**config.mk**
```make
export PLATFORM = sky130hd
export DESIGN_NAME = pseudo_spi_frame_rx_flat
export DESIGN_NICKNAME = d
export VERILOG_FILES = /design/src/rtl/pseudo_spi_frame_rx_if.sv /design/src/rtl/pseudo_spi_frame_rx.sv /design/src/flat_wrapper.sv
export SDC_FILE = /design/constraint.sdc
export NUM_CORES = 1
export LEC_CHECK = 0
export BUFFER_PORTS_ARGS = -buffer_cell sky130_fd_sc_hd__buf_4
export CORE_AREA = 2 2 121 123
export DETAILED_ROUTE_END_ITERATION = 16
export DIE_AREA = 0 0 123 125
export PLACE_DENSITY = 0.72
export SLEW_MARGIN = 40
export SYNTH_ARGS = -nofsm -noshare
export SYNTH_HDL_FRONTEND = slang
export SYNTH_SLANG_ARGS = --single-unit
```
**constraint.sdc**
```tcl
create_clock -name CLK -period 3.1 [get_ports CLK]
set_clock_uncertainty 0.1 [all_clocks]
set_input_delay 0.31 -clock CLK [delete_from_list [all_inputs] [get_ports CLK]]
set_output_delay 0.31 -clock CLK [all_outputs]
set_load 0.01 [all_outputs]
```
**src/rtl/pseudo_spi_frame_rx_if.sv**
```systemverilog
// Pseudo-SPI receive bus: serial strobes and data in, latched frame and status out.
interface pseudo_spi_frame_rx_if #(
  parameter int FRAME_WIDTH = 64,
  parameter int CNT_WIDTH   = 12
);
  logic                   SCLK1;
  logic                   SCLK2;
  logic                   LAT;
  logic                   SPI_SO;
  logic                   ERR_CLR;
  logic [FRAME_WIDTH-1:0] DOUT;
  logic [CNT_WIDTH-1:0]   DOUT_BITS;
  logic                   DOUT_VLD;
  logic                   BUSY;
  logic                   OVF;
  logic                   PHASE_ERR;

  modport master (
    output SCLK1, SCLK2, LAT, SPI_SO, ERR_CLR,
    input  DOUT, DOUT_BITS, DOUT_VLD, BUSY, OVF, PHASE_ERR
  );

  modport slave (
    input  SCLK1, SCLK2, LAT, SPI_SO, ERR_CLR,
    output DOUT, DOUT_BITS, DOUT_VLD, BUSY, OVF, PHASE_ERR
  );
endinterface

```
**src/rtl/pseudo_spi_frame_rx.sv**
```systemverilog
// Oversampling receiver for the two-phase pseudo-SPI stream; deserialises bits and latches frames on LAT.
//   state    | meaning
//   IDLE_BIT | no bit captured, waiting for SCLK1 rise
//   PENDING  | bit captured on SCLK1, waiting for SCLK2 rise to commit it
module pseudo_spi_frame_rx #(
  parameter int FRAME_WIDTH = 64,
  parameter int CNT_WIDTH   = 12,
  parameter int SYNC_STAGES = 2
) (
  input logic                 CLK,
  input logic                 RST,
  pseudo_spi_frame_rx_if.slave bus
);

  typedef enum logic {IDLE_BIT, PENDING} bit_state_t;

  localparam logic [CNT_WIDTH-1:0] CNT_MAX = '1;
  localparam logic [CNT_WIDTH-1:0] FW_CNT  = CNT_WIDTH'(FRAME_WIDTH);

  // {LAT, SCLK2, SCLK1, SPI_SO}: data shares the strobe pipeline to stay aligned
  logic [3:0] pin_vec;
  logic [3:0] sync_vec;

  assign pin_vec = {bus.LAT, bus.SCLK2, bus.SCLK1, bus.SPI_SO};

  generate
    if (SYNC_STAGES == 0) begin : g_direct
      assign sync_vec = pin_vec;
    end else begin : g_sync
      logic [3:0] sync_q [SYNC_STAGES];
      always_ff @(posedge CLK) begin
        if (RST) begin
          for (int i = 0; i < SYNC_STAGES; i++) sync_q[i] <= '0;
        end else begin
          sync_q[0] <= pin_vec;
          for (int i = 1; i < SYNC_STAGES; i++) sync_q[i] <= sync_q[i-1];
        end
      end
      assign sync_vec = sync_q[SYNC_STAGES-1];
    end
  endgenerate

  // rise_q: [0]=SCLK1, [1]=SCLK2, [2]=LAT; registered so each rise acts one edge later
  logic [2:0] strb_prev;
  logic [2:0] rise_q;
  logic       so_q;

  always_ff @(posedge CLK) begin
    if (RST) begin
      strb_prev <= '0;
      rise_q    <= '0;
      so_q      <= 1'b0;
    end else begin
      strb_prev <= sync_vec[3:1];
      rise_q    <= sync_vec[3:1] & ~strb_prev;
      so_q      <= sync_vec[0];
    end
  end

  logic s1_rise, s2_rise, lat_rise;
  assign s1_rise  = rise_q[0];
  assign s2_rise  = rise_q[1];
  assign lat_rise = rise_q[2];

  bit_state_t             state, state_nx;
  logic [FRAME_WIDTH-1:0] shreg, shreg_nx;
  logic [CNT_WIDTH-1:0]   bit_cnt, cnt_nx;
  logic                   pend_bit, pend_nx;
  logic                   load, ovf_set, perr_set;

  logic [FRAME_WIDTH-1:0] dout;
  logic [CNT_WIDTH-1:0]   dout_bits;
  logic                   dout_vld, busy, ovf, phase_err;

  always_comb begin
    state_nx = state;
    shreg_nx = shreg;
    cnt_nx   = bit_cnt;
    pend_nx  = pend_bit;
    load     = 1'b0;
    ovf_set  = 1'b0;
    perr_set = 1'b0;
    if (lat_rise) begin
      load     = (bit_cnt != '0);
      state_nx = IDLE_BIT;
      shreg_nx = '0;
      cnt_nx   = '0;
      pend_nx  = 1'b0;
    end else if (s1_rise && s2_rise) begin
      perr_set = 1'b1;
    end else begin
      case (state)
        IDLE_BIT: begin
          if (s1_rise) begin
            pend_nx  = so_q;
            state_nx = PENDING;
          end else if (s2_rise) begin
            perr_set = 1'b1;
          end
        end
        PENDING: begin
          if (s2_rise) begin
            shreg_nx = {shreg[FRAME_WIDTH-2:0], pend_bit};
            if (bit_cnt != CNT_MAX) cnt_nx = bit_cnt + 1'b1;
            ovf_set  = (bit_cnt >= FW_CNT);
            state_nx = IDLE_BIT;
          end else if (s1_rise) begin
            perr_set = 1'b1;
            pend_nx  = so_q;
          end
        end
        default: state_nx = IDLE_BIT;
      endcase
    end
  end

  always_ff @(posedge CLK) begin
    if (RST) begin
      state     <= IDLE_BIT;
      shreg     <= '0;
      bit_cnt   <= '0;
      pend_bit  <= 1'b0;
      dout      <= '0;
      dout_bits <= '0;
      dout_vld  <= 1'b0;
      busy      <= 1'b0;
      ovf       <= 1'b0;
      phase_err <= 1'b0;
    end else begin
      state     <= state_nx;
      shreg     <= shreg_nx;
      bit_cnt   <= cnt_nx;
      pend_bit  <= pend_nx;
      dout_vld  <= load;
      if (load) begin
        dout      <= shreg;
        dout_bits <= bit_cnt;
      end
      busy      <= (cnt_nx != '0) | (state_nx == PENDING);
      ovf       <= ovf_set | (ovf & ~bus.ERR_CLR);
      phase_err <= perr_set | (phase_err & ~bus.ERR_CLR);
    end
  end

  assign bus.DOUT      = dout;
  assign bus.DOUT_BITS = dout_bits;
  assign bus.DOUT_VLD  = dout_vld;
  assign bus.BUSY      = busy;
  assign bus.OVF       = ovf;
  assign bus.PHASE_ERR = phase_err;

endmodule

```
**src/flat_wrapper.sv**
```systemverilog
// flat-port wrapper written by rule: the top's interface ports become plain ports
module pseudo_spi_frame_rx_flat 
#(
  parameter int FRAME_WIDTH = 64,
  parameter int CNT_WIDTH   = 12,
  parameter int SYNC_STAGES = 2
)
  (CLK, RST, bus_SCLK1, bus_SCLK2, bus_LAT, bus_SPI_SO, bus_ERR_CLR, bus_DOUT, bus_DOUT_BITS, bus_DOUT_VLD, bus_BUSY, bus_OVF, bus_PHASE_ERR);
  pseudo_spi_frame_rx_if #(.FRAME_WIDTH(FRAME_WIDTH), .CNT_WIDTH(CNT_WIDTH)) bus_i ();
  input logic CLK;
  input logic RST;
  input wire logic [$bits(bus_i.SCLK1)-1:0] bus_SCLK1;
  input wire logic [$bits(bus_i.SCLK2)-1:0] bus_SCLK2;
  input wire logic [$bits(bus_i.LAT)-1:0] bus_LAT;
  input wire logic [$bits(bus_i.SPI_SO)-1:0] bus_SPI_SO;
  input wire logic [$bits(bus_i.ERR_CLR)-1:0] bus_ERR_CLR;
  output wire logic [$bits(bus_i.DOUT)-1:0] bus_DOUT;
  output wire logic [$bits(bus_i.DOUT_BITS)-1:0] bus_DOUT_BITS;
  output wire logic [$bits(bus_i.DOUT_VLD)-1:0] bus_DOUT_VLD;
  output wire logic [$bits(bus_i.BUSY)-1:0] bus_BUSY;
  output wire logic [$bits(bus_i.OVF)-1:0] bus_OVF;
  output wire logic [$bits(bus_i.PHASE_ERR)-1:0] bus_PHASE_ERR;
  assign bus_i.SCLK1 = bus_SCLK1;
  assign bus_i.SCLK2 = bus_SCLK2;
  assign bus_i.LAT = bus_LAT;
  assign bus_i.SPI_SO = bus_SPI_SO;
  assign bus_i.ERR_CLR = bus_ERR_CLR;
  assign bus_DOUT = bus_i.DOUT;
  assign bus_DOUT_BITS = bus_i.DOUT_BITS;
  assign bus_DOUT_VLD = bus_i.DOUT_VLD;
  assign bus_BUSY = bus_i.BUSY;
  assign bus_OVF = bus_i.OVF;
  assign bus_PHASE_ERR = bus_i.PHASE_ERR;
  pseudo_spi_frame_rx #(.FRAME_WIDTH(FRAME_WIDTH), .CNT_WIDTH(CNT_WIDTH), .SYNC_STAGES(SYNC_STAGES)) u_core (.CLK(CLK), .RST(RST), .bus(bus_i));
endmodule
```
==> results.json, run 1 <==
{
  "fin_crit_sh_pct": 74.1,
  "numPortBuffers": 86,
  "antennaDiodeCount": 0,
  "worst_path_max_delay_cell": "or4_4",
  "drtIter0Drc": 393,
  "synthCells": 769,
  "die_y_um": 125,
  "relSlewSlack_pct": 50.4,
  "synth.avg_cell_area_um2": 8.05,
  "final.min_clock_period_ns": 2.30,
  "timing.hold.ws_ns": 0.0106,
  "dpl.hpwl_mm": 7.86,
  "area_delta_synth_final_pct": 22.5,
  "postCtsResizedCells": 0,
  "grt-ovfl-total": 0,
  "path_class": "reg2reg",
  "r2r-end": "u_core.bus.DOUT[28]",
  "numCtsBuffers": 17,
  "clock-sinks": 173,
  "power_leakage_nw": 2.70,
  "synth_nets": 778,
  "ir_worst_vdd_mv": 0.372,
  "wl_mm": 13.1,
  "worstPathMaxFanout": 69,
  "crit_path_end_kind": "flop",
  "clkSlewWorstSetupHoldPaths_ns": 0.06,
  "yosys-top-cells-area": "dfxtp_1, nand2_1, a21oi_1",
  "rsz0062_at_grt": "false",
  "synth_seq_cells": 173,
  "synth-simple-area-share_pct": 23.9,
  "h-tree-depth": 4,
  "grt_pass1_vias": 4665,
  "hold_viol": 0,
  "synth_xor_area_share_pct": 0.990,
  "track_usage_pct": 17.5,
  "grt_pass1_wl_mm": 21.6,
  "yosysTopAreaCellShare_pct": 55.9,
  "ios": 87,
  "crit_required_ns": 3.35,
  "worst_path_dominant_cell_family": "simple AND/OR/NAND/NOR gates",
  "dieArea_um2": 15400,
  "ant_nets": 0,
  "path_buf_inv": 1,
  "die_w_um": 123,
  "setup_tns_ns": 0,
  "grt_max_degree": 70,
  "ys_warn_count": 0,
  "clock_path_buffers": 2,
  "worstSetupStartpointType": "flop",
  "vias_per_cell": 4.91,
  "cp_num_cells": 7,
  "ys_seq_area_share_pct": 55.9,
  "worstMarginPinSlew_ns": 0.744,
  "insertion_delay_ns": 0.42,
  "setup_viol": 0,
  "firstDrtPassIters": 4,
  "muxShareOfSynthArea_pct": 1.13,
  "drive_above_1_share_pct": 15.7,
  "final-max-slew-violation-count": 0,
  "synth-compound-area-share_pct": 13.2,
  "reg2reg_depth": 7,
  "rr_startpoint": "u_core.bit_cnt[7]",
  "wl_per_cell_um": 12.7,
  "antenna_found_initial": 0,
  "syn_area_um2": 6190,
  "p_per_area_nw_per_um2": 603,
  "min_path_cells": 2,
  "crit_chain": "or4_4, nor3_4, nand3_1, nand2_2, buf_12, nand2_1, a21oi_1",
  "status": "finished clean",
  "whs_endpoint": "u_core.g_sync.sync_q[0][0]",
  "initial_core_util_pct": 43.6,
  "min_path_type": "in2reg",
  "cpPeakStageDelay_ns": 0.58,
  "rows": 44,
  "clockRootBuffer": "clkbuf_16",
  "drv_cap": 0,
  "r2r_setup_slack_ns": 0.80,
  "synthAdderAreaFrac_pct": 0.404,
  "min_from": "bus_SPI_SO",
  "ys_types": 35,
  "nNetsFinal": 838,
  "vias": 5035,
  "yosysTopAreaCell": "dfxtp_1",
  "synth_top_family_by_area": "simple AND/OR/NAND/NOR gates",
  "drc": 0,
  "critPathArrivalTime_ns": 2.55,
  "gp_congestion": 0.847,
  "max_freq_mhz": 435,
  "core_area_um2": 14200,
  "tritoncts": "built"
}
## how the worst max path moves through the flow
stage          slack, ns                   to              start
6_report            0.80  u_core.bus.DOUT[28]  u_core.bit_cnt[7]
5_1_grt             0.64  u_core.bus.DOUT[63]  u_core.bit_cnt[7]
4_1_cts             0.80  u_core.bus.DOUT[57]  u_core.bit_cnt[8]
3_5_place_dp        0.82  u_core.bus.DOUT[57]  u_core.bit_cnt[8]
3_3_place_gp        0.88      u_core.bus.BUSY  u_core.bit_cnt[0]
2_1_floorplan       1.19  u_core.bus.DOUT[51]  u_core.bit_cnt[7]
## cells by family after synthesis
kind of cell | after synthesis
adder cells (fa/ha/maj) | 2
multiplexers | 7
flip-flops | 173
AO/OA/AOI/OAI | 159
buffers and inverters | 62
XOR/XNOR | 7
AND/OR/NAND/NOR | 359
## stage by stage
step                      utilization (%)  instance area [um^2]  cells  total power, W  setup slack, ns
after global routing                 53.4                  7590   1026         0.00471            0.640
after floorplan                         -                  6190    769         0.00233             1.19
after CTS                            53.4                  7590   1026         0.00461            0.801
final                                53.4                  7590   1026         0.00457            0.802
after global placement               48.7                  6910    991         0.00235            0.878
after detailed placement             48.7                  6910    991         0.00235            0.820
## sequential cells by signal, summed over array words and instances (netlist names)
signal,flops
u_core.bit_cnt,12
u_core.bus.BUSY,1
u_core.bus.DOUT,64
u_core.bus.DOUT_BITS,12
u_core.bus.DOUT_VLD,1
u_core.bus.OVF,1
u_core.bus.PHASE_ERR,1
u_core.g_sync.sync_q,8
u_core.pend_bit,1
u_core.rise_q,3
u_core.shreg,64
u_core.so_q,1
u_core.state,1
u_core.strb_prev,3
## cells in the final DEF, fill, tap and decap left out, types with 3 or more instances in the layout
cell type,count
a21oi_1,146
buf_4,94
bufinv_16,4
clkbuf_16,17
clkbuf_8,4
clkinv_2,3
dfxtp_1,173
dlygate4sd3_1,3
inv_1,5
mux2i_1,7
nand2_1,290
nand4_1,5
nor2_1,24
nor2b_1,17
nor3_1,4
nor4_1,3
o21ai_0,5
xnor2_1,4
xor2_1,3
## layer usage
layer | global-route usage, % | up-vias | share of wire (%)
met4 | 6.62 | 0 | 1.1
met1 | 23.0 | 2302 | 48
li1 | - | 2618 | -
met5 | 0 | - | 0
met3 | 4.20 | 10 | 4.2
met2 | 27.8 | 105 | 47
## worst reg2reg max path, cell delays in order (launching register included)
cell and delay, ns:
dfxtp_1 0.40, or4_4 0.58, nor3_4 0.20, nand3_1 0.12, nand2_2 0.22, buf_12 0.29
nand2_1 0.18, a21oi_1 0.15
## cell type report
| type | instances | area [um^2] |
|---|---|---|
| flip-flops and latches | 173 | 3460 |
| inverters | 5 | 18.8 |
| clock buffers | 22 | 484 |
| well taps | 184 | 230 |
| multi-input cells | 534 | 2470 |
| clock inverters | 10 | 160 |
| repair buffers | 98 | 756 |
| fillers | 1340 | 6620 |
## where the power goes
part / internal (W) / leakage (nW) / switching (W)
registers: 0.00223 / 1.40 / 0.00000273
logic: 0.0000184 / 0.988 / 0.0000469
clock network: 0.00143 / 0.316 / 0.000838
## timing repair
item                      4_1_cts  5_1_grt
hold endpoints to repair        3        0
setup buffers                   0        0
hold buffers                    3        0
## cells in the mapped netlist
cell       instances
and3b_1            2
inv_1              5
clkbuf_1          39
nor3_1             4
a41oi_1            2
nand2b_1           1
nor2b_1           17
ha_1               2
nor3b_1            2
nand2_2            1
or2_2              1
nand4_1            5
buf_1              8
nand3_1            2
or4_4              1
nor4_1             3
a31oi_1            1
o21ai_0            5
o2111ai_1          1
and4_1             2
nor2_1            24
a311oi_1           1
xnor2_1            4
buf_6              4
nor3_4             1
nand2_1          290
o41ai_1            1
mux2i_1            7
o22ai_1            2
nand3b_1           2
buf_2              6
and2_1             1
a21oi_1          146
xor2_1             3
dfxtp_1          173
Power figures use the tool's default switching activity.
==> run 2: changes to the inputs <==
--- a/config.mk
+++ b/config.mk
@@ -9,7 +9,7 @@
 export CORE_AREA = 2 2 121 123
 export DETAILED_ROUTE_END_ITERATION = 16
 export DIE_AREA = 0 0 123 125
-export PLACE_DENSITY = 0.72
+export PLACE_DENSITY = 0.74
 export SLEW_MARGIN = 40
 export SYNTH_ARGS = -nofsm -noshare
 export SYNTH_HDL_FRONTEND = slang
==> constraint.sdc (replaced) <==
create_clock -name CLK -period 2 [get_ports CLK]
set_clock_uncertainty 0.1 [all_clocks]
set_input_delay 0.2 -clock CLK [delete_from_list [all_inputs] [get_ports CLK]]
set_output_delay 0.2 -clock CLK [all_outputs]
set_load 0.01 [all_outputs]
==> results.json, run 2 (synthesis gave the netlist of run 1 again) <==
{
  "final-max-slew-violation-count": 0,
  "critPathArrivalTime_ns": 2.18,
  "worstPathMaxFanout": 5,
  "ios": 87,
  "ant_nets": 0,
  "final.min_clock_period_ns": 2.00,
  "fin_crit_sh_pct": 100,
  "status": "finished with violations",
  "rsz0062_at_grt": "true",
  "area_delta_synth_final_pct": 29.3,
  "rows": 44,
  "vias_per_cell": 5.02,
  "worst_path_max_delay_cell": "dfxtp_1",
  "nNetsFinal": 871,
  "max_freq_mhz": 500,
  "setup_viol": 1,
  "clockRootBuffer": "clkbuf_16",
  "antennaDiodeCount": 0,
  "clock_path_buffers": 2,
  "firstDrtPassIters": 5,
  "failed_checks": "setup timing",
  "clkSlewWorstSetupHoldPaths_ns": 0.06,
  "path_buf_inv": 2,
  "min_path_type": "in2reg",
  "antenna_found_initial": 0,
  "initial_core_util_pct": 43.6,
  "drv_cap": 0,
  "worstMarginPinSlew_ns": 0.436,
  "cpPeakStageDelay_ns": 0.39,
  "die_w_um": 123,
  "final_cell_area_um2": 8010,
  "drtIter0Drc": 333,
  "relSlewSlack_pct": 70.9,
  "finalPower_w": 0.00699,
  "gp_congestion": 0.845,
  "core_area_um2": 14200,
  "grt_max_degree": 92,
  "drive_above_1_share_pct": 20.0,
  "wl_per_cell_um": 13.2,
  "grt-ovfl-total": 0,
  "worstSetupStartpointType": "flop",
  "timing.hold.ws_ns": 0.189,
  "insertion_delay_ns": 0.43,
  "ir_worst_vdd_mv": 0.618,
  "worst_path_dominant_cell_family": "simple AND/OR/NAND/NOR gates",
  "power_leakage_nw": 2.91,
  "path_class": "reg2reg",
  "p_per_area_nw_per_um2": 873,
  "wl_mm": 14.0,
  "tritoncts": "built",
  "placedInstanceArea_um2": 7140,
  "crit_path_end_kind": "flop",
  "dpl.hpwl_mm": 8.23,
  "clock-sinks": 173,
  "numPortBuffers": 86,
  "crit_chain": "nand3b_1, buf_4, buf_6, nor4_4, mux2i_1, o21ai_1, nor2_1, a41oi_1",
  "final_cell_mix": "nand2_1, dfxtp_1, a21oi_1",
  "h-tree-depth": 4,
  "drc": 0,
  "final_common_cell": "nand2_1",
  "crit_required_ns": 2.18,
  "grt_pass1_vias": 4858,
  "track_usage_pct": 18.2,
  "finalWorstSetupSlack_ns": -0.000673,
  "numCtsBuffers": 17,
  "vias": 5312,
  "die_y_um": 125,
  "hold_viol": 0,
  "dieArea_um2": 15400,
  "grt_pass1_wl_mm": 22.3
}
==> run 2: what timing repair did <==
item,in CTS,in global routing
setup endpoints to repair,0,6
buffers inserted,0,11
hold buffers,5,0
hold endpoints to repair,5,0
gates resized for setup,0,21
==> run 2: final timing paths <==
| kind | startpoint | endpoint | slack (ns) | cells after the start |
|---|---|---|---|---|
| setup / recovery | u_core.state | u_core.bus.BUSY | -0.0007 | 8 |
| hold / removal | RST | u_core.bus.DOUT_VLD | 0.19 | 3 |
| setup reg to reg | u_core.state | u_core.bus.BUSY | -0.0007 | 8 |
| hold reg to reg | u_core.strb_prev[0] | u_core.rise_q[0] | 0.27 | 1 |
==> run 2: per-stage QoR <==
step / util (%) / setup TNS, ns / worst slack, ns / cells
2_1_floorplan: - / 0 / 0.0902 / 769
3_3_place_gp: 50.3 / 0 / 0.0599 / 1010
3_5_place_dp: 50.3 / 0 / 0.0224 / 1010
4_1_cts: 55.0 / 0 / 0.00286 / 1047
5_1_grt: 56.4 / -0.114 / -0.114 / 1059
6_report: 56.4 / -0.000673 / -0.000673 / 1059
==> run 2: worst min-delay path: cells and delay by family <==
| kind | cells | cell delay [ns] |
|---|---|---|
| and+or+nand+nor | 1 | 0.13 |
| buffers and inverters | 2 | 0.34 |
==> run 2: layer usage <==
layer,GRT usage (%),part of all wire [%]
met1,23.0,46
met2,29.2,47
met3,4.61,4.2
met4,7.82,2.1
met5,0,0
==> run 2: power by group <==
part	leakage (nW)	internal [W]	switching (W)
logic	1.22	0.0000411	0.0000771
registers	1.40	0.00346	0.00000461
clock network	0.296	0.00205	0.00136
==> run 2: final cells by class <==
type	instances	area [um^2]
clock buffer	21	460
clock inverter	11	156
fill	1297	6200
inverter	5	18.8
multi-input combinational	534	2540
sequential	173	3470
tap	184	230
timing repair buffer	131	1120
